**src/rtl/shift_seq_ctrl.sv**
```systemverilog
// Sequencer for a WIDTH-bit left-shift register: load, timed shift strobes, done pulse.
// Optional SHIFT_SEQ_LOOP_EN: DONE reloads and repeats the sequence until stop.
module shift_seq_ctrl #(
  parameter int WIDTH = 8,
  parameter int DIV_W = 16
) (
  input  logic             clk,
  input  logic             rst_n,
  input  logic             start,
  input  logic             stop,
  input  logic [1:0]       mode,
  input  logic [WIDTH-1:0] pattern,
  input  logic [7:0]       steps,
  input  logic [DIV_W-1:0] period,
  input  logic [WIDTH-1:0] sr_q,
  output logic [WIDTH-1:0] sr_d,
  output logic             sr_l,
  output logic             sr_en,
  output logic             sr_load,
  output logic             busy,
  output logic             done,
  output logic [7:0]       step_cnt
);

  typedef enum logic [2:0] {
    S_IDLE,
    S_LOAD,
    S_WAIT,
    S_SHIFT,
    S_DONE
  } state_t;

  state_t           state, state_nxt;
  logic [DIV_W-1:0] div;
  logic [DIV_W-1:0] per_r;
  logic [WIDTH-1:0] pat_r;
  logic [1:0]       mode_r;
  logic [7:0]       steps_r;
  logic             alt;

  logic last_step;
  logic per_one;
  logic div_end;

  assign last_step = ((step_cnt + 8'd1) == steps_r);
  assign per_one   = (per_r == DIV_W'(1));
  // WAIT spans P-1 cycles, so the strobe lands exactly P cycles after the previous one.
  assign div_end   = (div == (per_r - DIV_W'(2)));

  always_comb begin
    state_nxt = state;
    case (state)
      S_IDLE:  if (start) state_nxt = S_LOAD;
      S_LOAD: begin
        if (stop)                 state_nxt = S_IDLE;
        else if (steps_r == 8'd0) state_nxt = S_DONE;
        else if (per_one)         state_nxt = S_SHIFT;
        else                      state_nxt = S_WAIT;
      end
      S_WAIT: begin
        if (stop)         state_nxt = S_IDLE;
        else if (div_end) state_nxt = S_SHIFT;
      end
      S_SHIFT: begin
        if (stop)           state_nxt = S_IDLE;
        else if (last_step) state_nxt = S_DONE;
        else if (per_one)   state_nxt = S_SHIFT;
        else                state_nxt = S_WAIT;
      end
`ifdef SHIFT_SEQ_LOOP_EN
      S_DONE:  state_nxt = S_LOAD;
`else
      S_DONE:  state_nxt = S_IDLE;
`endif
      default: state_nxt = S_IDLE;
    endcase
  end

  always_ff @(posedge clk or negedge rst_n) begin
    if (!rst_n) begin
      state    <= S_IDLE;
      div      <= '0;
      per_r    <= '0;
      pat_r    <= '0;
      mode_r   <= '0;
      steps_r  <= '0;
      step_cnt <= '0;
      alt      <= 1'b1;
    end else begin
      state <= state_nxt;
      case (state)
        S_IDLE: begin
          if (start) begin
            pat_r    <= pattern;
            mode_r   <= mode;
            steps_r  <= steps;
            per_r    <= (period == '0) ? DIV_W'(1) : period;
            step_cnt <= '0;
            alt      <= 1'b1;
          end
        end
        S_SHIFT: begin
          if (step_cnt != steps_r) step_cnt <= step_cnt + 8'd1;
          alt <= ~alt;
        end
`ifdef SHIFT_SEQ_LOOP_EN
        S_DONE: begin
          step_cnt <= '0;
          alt      <= 1'b1;
        end
`endif
        default: ;
      endcase
      if (state_nxt == S_WAIT && state != S_WAIT) div <= '0;
      else if (state == S_WAIT)                   div <= div + DIV_W'(1);
    end
  end

  assign sr_d    = pat_r;
  assign sr_en   = (state == S_LOAD) || (state == S_SHIFT);
  assign sr_load = (state == S_LOAD);
  assign busy    = (state == S_LOAD) || (state == S_WAIT) || (state == S_SHIFT);
  assign done    = (state == S_DONE);

  // Rotate mode is the only input-to-output combinational path.
  always_comb begin
    sr_l = 1'b0;
    if (state == S_SHIFT) begin
      case (mode_r)
        2'd0:    sr_l = 1'b0;
        2'd1:    sr_l = 1'b1;
        2'd2:    sr_l = sr_q[WIDTH-1];
        default: sr_l = alt;
      endcase
    end
  end

endmodule

```
**config.mk**
```make
export PLATFORM = sky130hd
export DESIGN_NAME = shift_seq_ctrl
export DESIGN_NICKNAME = d
export VERILOG_FILES = /design/src/rtl/shift_seq_ctrl.sv
export SDC_FILE = /design/constraint.sdc
export NUM_CORES = 1
export LEC_CHECK = 0
export ABC_AREA = 1
export CAP_MARGIN = 20
export CORE_AREA = 2 2 93 95
export CTS_BUF_LIST = sky130_fd_sc_hd__clkbuf_8 sky130_fd_sc_hd__clkbuf_16
export CTS_CLUSTER_SIZE = 12
export DETAILED_ROUTE_END_ITERATION = 8
export DIE_AREA = 0 0 95 97
export HOLD_SLACK_MARGIN = 0.08
export PLACE_DENSITY = 0.75
export REMOVE_ABC_BUFFERS = 1
export SLEW_MARGIN = 20
export SYNTH_ARGS = -nofsm -noshare
export SYNTH_HDL_FRONTEND = slang
export SYNTH_SLANG_ARGS = --single-unit
```
**constraint.sdc**
```tcl
create_clock -name clk -period 1.9 [get_ports clk]
set_input_delay 0.38 -clock clk [delete_from_list [all_inputs] [get_ports clk]]
set_output_delay 0.38 -clock clk [all_outputs]
set_load 0.02 [all_outputs]
```
==> After elaboration in Yosys (flattened, before gate mapping) <==
Cells that the tools add are included.
{ "classes": {"n_reduce_logical": 13, "n_addsub": 3, "mux": 19, "eq_ne": 14, "n_bitwise": 1} }
{ "ops": {"columns": ["op", "n"], "rows": [
  ["$mux W16", 3],
  ["$mux W3", 7],
  ["$add A16 B1 Y16 const B", 1],
  ["$eq A16 B1 Y1 const B", 1],
  ["$eq A16 B16 Y1", 1],
  ["$logic_not A16 Y1", 1],
  ["$mux W8", 2],
  ["$pmux W8 S2", 1],
  ["$sub A16 B2 Y16 const B", 1],
  ["$pmux W3 S4", 1],
  ["$eq A3 B2 Y1 const B", 3],
  ["$add A8 B1 Y8 const B", 1],
  ["$eq A8 B8 Y1", 1],
  ["$logic_not A8 Y1", 1],
  ["$ne A8 B8 Y1", 1],
  ["$ne A2 B2 Y1 const B", 2],
  ["$reduce_and A2 Y1", 2],
  ["$reduce_bool A2 Y1", 2],
  ["$eq A3 B1 Y1 const B", 1],
  ["$eq A3 B3 Y1 const B", 1],
  ["$logic_not A3 Y1", 1],
  ["$logic_or A1 B1 Y1", 3],
  ["$mux W1", 3],
  ["$ne A3 B2 Y1 const B", 1],
  ["8 further kinds", 8]
]} }
{ "word_totals": {"reg_bits": 62, "elab_cells": 58, "out_inout_bits": 21, "in_bits": 46} }

==> Longest topological paths before layout <==
{ "logic_depth": {"word_depth": 8, "mapped_depth": 19, "depth_no_buf": 19} }

==> Worst setup path before layout <==
Ideal clock, no wire load.
{ "synth_timing": {"path_kind": "register to register", "startpoint": "register step_cnt[0]", "endpoint": "register div[10]", "period_less_slack_ns": 2.097, "path_buffers": 1, "setup_time_ns": 0.117, "path_stages_with_launch": 16, "t_arrival_ns": 1.980, "required_ns": 1.783, "slack_ns": -0.197, "cell_sequence": "dfrtp_1 -> ha_1 -> nand3_2 -> inv_2 -> nand2_1 -> nand2_1 -> nand3_1 -> nor2_2 -> nand2_1 -> nand2_1 -> nand2_2 -> a21oi_4 -> nand4_4 -> buf_12 -> nand3_2 -> nand2_1"} }
{ "synth_between": {"elab_chain_len": 8, "word_cells_on_any_way": 9, "cone_classes": "1 x add/sub; 2 x eq/ne; 4 x mux; 2 x reduce/logical"} }
{ "synth_rtl": {"columns": ["element", "line_no", "text"], "rows": [
  ["start, declared", "22", "output logic [7:0] step_cnt"],
  ["start signal, assigned", "103", "if (step_cnt != steps_r) step_cnt <= step_cnt + 8'd1;"],
  ["$add A8 B1 Y8 (*)", "45", "assign last_step = ((step_cnt + 8'd1) == steps_r);"],
  ["$eq A8 B8 Y1 (*)", "45", null],
  ["$mux W3 (*)", "66", "else if (last_step) state_nxt = S_DONE;"],
  ["$mux W3 (*)", "65", "if (stop) state_nxt = S_IDLE;"],
  ["$pmux W3 S4 (*)", "52", "case (state)"],
  ["$eq A3 B2 Y1 (*)", "114", "if (state_nxt == S_WAIT && state != S_WAIT) div <= '0;"],
  ["$logic_and A1 B1 Y1 (*)", "114", null],
  ["$mux W16 / $reduce_bool A2 Y1 (equally long branches)", null, null],
  ["end signal, assigned", "115", "else if (state == S_WAIT) div <= div + DIV_W'(1);"],
  ["end, declared", "34", "logic [DIV_W-1:0] div;"]
]} }
Every way passes the cells marked *; elsewhere a longest branch is shown, timed or not.
A chain may end at the register's enable or synchronous reset.

==> Worst setup path after layout <==
{ "layout_timing": {"startpoint": "register step_cnt[0]", "endpoint": "register div[6]"} }
The elaborated chain is that of the path after synthesis.

==> run summary <==
The antenna violation net count after detailed routing came out at 0. Dividing the synthesized area by the synthesized cell count gives 7.090 µm². The clock latency at the later pin of the worst-skew pair is 0.34 ns.

For this run the aggregate overflow at the end of global routing stands at 0. TritonCTS built the clock tree. The fraction of power consumed by combinational cells is 57.1%, and the number of buffers added by the clock tree synthesis step is 9. The number of library cell types mapped by synthesis was 37; the final estimated routing congestion in global placement was 0.9400.

For the worst setup path, the data required time is 2.13 ns. The wire length reported by the detailed router was 10.82 mm; the part of the total power dissipated in the clock network was 14.0%. In the synthesized netlist the async set-or-reset flop fraction comes to 100.0%.

The total of flip-flops plus latches after synthesis was 62. The logs give -0.2825 ns for the final worst-path setup slack and 2 for the maximum count of clock buffers along a single path. For the pin with the worst max-slew slack, the measured transition is 0.4773 ns. Yosys mapped a number of flops with a built-in enable equal to 0. Setup violations remaining at the end of the flow were counted as 16. From synthesis to final layout, the design area changed by 48.23%. Once the floorplan was initialized, standard cells occupied 47.33% of the core.

The finished cells cover 5707 µm². Internal power comes to 4451 µW. The tree built by TritonCTS fans out to 62 sinks. Of all cell types, the one taking the most synthesized area is dfrtp_1. The tools report the max-slew violation total from the final report as 0. In the synthesized netlist, the cells that appear most often are 221 x nand2_1, 61 x dfrtp_1, 53 x inv_1.

The floorplan step defined a die boundary enclosing 9215 µm². The via count of the first global-routing pass came out at 3,959. For the final routed database, the setup TNS stands at -4.003 ns.

The design draws 7873 µW. The arrival time of data at the critical path endpoint is 2.41 ns. The worst-case vdd ir drop was 0.7436 mV; the share of the cycle needed by the critical path after routing was 114.9%.

The DRC violation total after the first TritonRoute iteration is 209, and the number of antenna violations at the first check in global routing is 0. For the overall track demand over capacity in global routing, the log shows 24.27%. The cell sitting at the root of the clock tree is a clkbuf_8. 67 I/O pins were placed. Using the TritonRoute via totals, the vias-per-cell ratio works out to 5.007. Clock skew on the completed layout was measured at 0.008694 ns. The maximum number of pins on one net before global-route repair was 46. Among all cell types in the netlist, the one instantiated most often is nand2_1. The final hold violation count came out at 0. The setup path with the least slack is of type reg2reg. The clock transition time at the flip-flop clock pins of the worst setup and hold paths is 0.07 ns. The tools report the netlist area before placement as 3850 µm². The flow ran to the end, but the final reports show violations. After detailed routing, the number of remaining DRC violations is 0. The core region is 8134 µm².

In this run switching power makes up 43.47% of total power. The maximum achievable frequency was 458.2 MHz. The number of buffers inserted by port buffering came out at 59.

By area the synthesized netlist is led by dfrtp_1 40%, nand2_1 22%, inv_1 5.2%. Of the post-synthesis cell area, the dominant cell type holds 39.65%. The routed layout has 4,026 vias. The tools report the type of element capturing the critical path as a flop. For this run, the leading register cell type out of synthesis is dfrtp_1. The die is 97 µm tall. Max-cap violations in this run came to 0. The run gives 70.16% as the share of the core filled with cells. The first global-routing pass estimated 17.85 mm of wire.

In the final routed layout, each cell accounts on average for 13.46 µm. The number of nets in the final layout came out at 743. The repair_antennas step left the layout with diodes totalling 0. The logs give 4 for the number of detailed-routing iterations run before antenna repair and 28.9% for the sequential group share of total power.

The worst setup path is launched from a flop. Standard cell area after detailed placement: 5139 µm². Headroom to the max-slew limit came out at 68.18%. The wire-length estimate of the detail-placed layout is 7.510 mm. Dividing total power by cell area gives a power density of 1380 nW/µm².

The min-delay analysis places its worst path in the category reg2reg. The analysis attributes to net switching a power of 3422 µW. The count of standard-cell rows was 33. The leakage power summed over all cells came out at 0.002827 µW. The H-tree was split into 3 levels. Of all nets on the critical path, the largest fanout is 7.

The share of cells above drive strength 1 is 28.47%. The worst path needs 2.182 ns of the cycle, external delays included. The sequential element share of the synthesized area is 40.33%, and the warning count from the yosys run is 0.

The run gives 543 as the count of mapped cells out of synthesis. The checks that failed: setup timing. Setup repair after global routing could not meet its margin everywhere. The width of the chip works out to 95 µm.
per-layer routing:
metal / vias to the layer above / part of all wire [%] / GRT usage (%) / wire length [µm]
met4: 0 / 1.5 / 9.253 / 162
met2: 93 / 49 / 38.46 / 5340
met5: - / 0 / 0 / 0
met1: 1909 / 45 / 32.83 / 4915
li1: 2010 / - / - / -
met3: 14 / 3.7 / 4.439 / 399
registers in the layout (all words and copies together) (netlist names):
signal and flops:
alt 1, div 16, mode_r 2, per_r 16, sr_d 8, state 3
step_cnt 8, steps_r 8
cell families after synthesis:
group	synth area share, %
buf+inv	7.280
simple gates	40.69
fa+ha+maj	0.9751
flops	40.33
xor+xnor	5.915
compound gates	4.810
critical path, cell delays in order (launching register included):
cell,delay (ns)
dfrtp_1,0.44
ha_4,0.20
inv_2,0.04
nand2_2,0.07
nand2_2,0.06
nand2_1,0.06
nand2_1,0.05
inv_1,0.09
nand2_2,0.07
nor2_2,0.13
nand2_1,0.06
nand2_1,0.07
nand2_2,0.07
a21oi_4,0.19
buf_6,0.13
nand3_4,0.08
nand2_8,0.10
inv_2,0.05
nand2_1,0.06
nand2_1,0.06
power by group through the flow:
stage	sequential [µW]	clock (µW)	combinational, µW
floorplan	2300	0	2000
detailed placement	2210	0	3810
CTS	2220	1120	4140
global placement	2200	0	3690
finish	2280	1100	4490
global route	2340	1200	4910
area by class of cell:
class                      count  area, µm²
inverter                      59      225.2
clock buffer                   9      123.9
clock inverter                 7      58.81
multi-input combinational    411       2258
fill                         590       2427
tap                          105      131.4
sequential                    62       1559
timing repair buffer         151       1350
path summary, 6_finish.rpt:
check	cells after the start	endpoint	slack (ns)	start
worst max register to register	19	div[6]	-0.28	step_cnt[0]
max in group asynchronous	3	step_cnt[4]	0.86	rst_n
min in group asynchronous	2	steps_r[7]	0.54	rst_n
worst min register to register	2	sr_d[2]	0.49	sr_d[2]
worst min-delay path	2	sr_d[2]	0.49	sr_d[2]
worst max-delay path	19	div[6]	-0.28	step_cnt[0]
stage by stage:
step / hold slack, ns / cells / worst slack [ns]
after global routing: 0.5132 / 804 / -0.3946
after floorplan: 0.08441 / 532 / -0.4588
after detailed placement: 0.3682 / 775 / -0.3228
final: 0.4908 / 804 / -0.2825
after global placement: 0.3662 / 775 / -0.2321
after CTS: 0.4921 / 800 / -0.2398
repair_timing:
item	4_1_cts	5_1_grt
gates resized for setup	58	43
cloned	1	0
hold buffers	1	0
buffers inserted	7	4
pin swaps	23	35
setup endpoints to repair	29	27
hold endpoints to repair	15	0
placed cells by master (no fill, tap or decap), drive strengths merged, types with 11 or more instances in the layout:
master,netlist,layout
nand2,224,224
buf,2,93
dfrtp,61,61
inv,58,61
nor2,53,53
clkdlybuf4s50,0,50
nand3,37,37
o21ai,20,20
xor2,15,15
xnor2,11,11
Note: power is estimated with default switching activity, not from simulation.
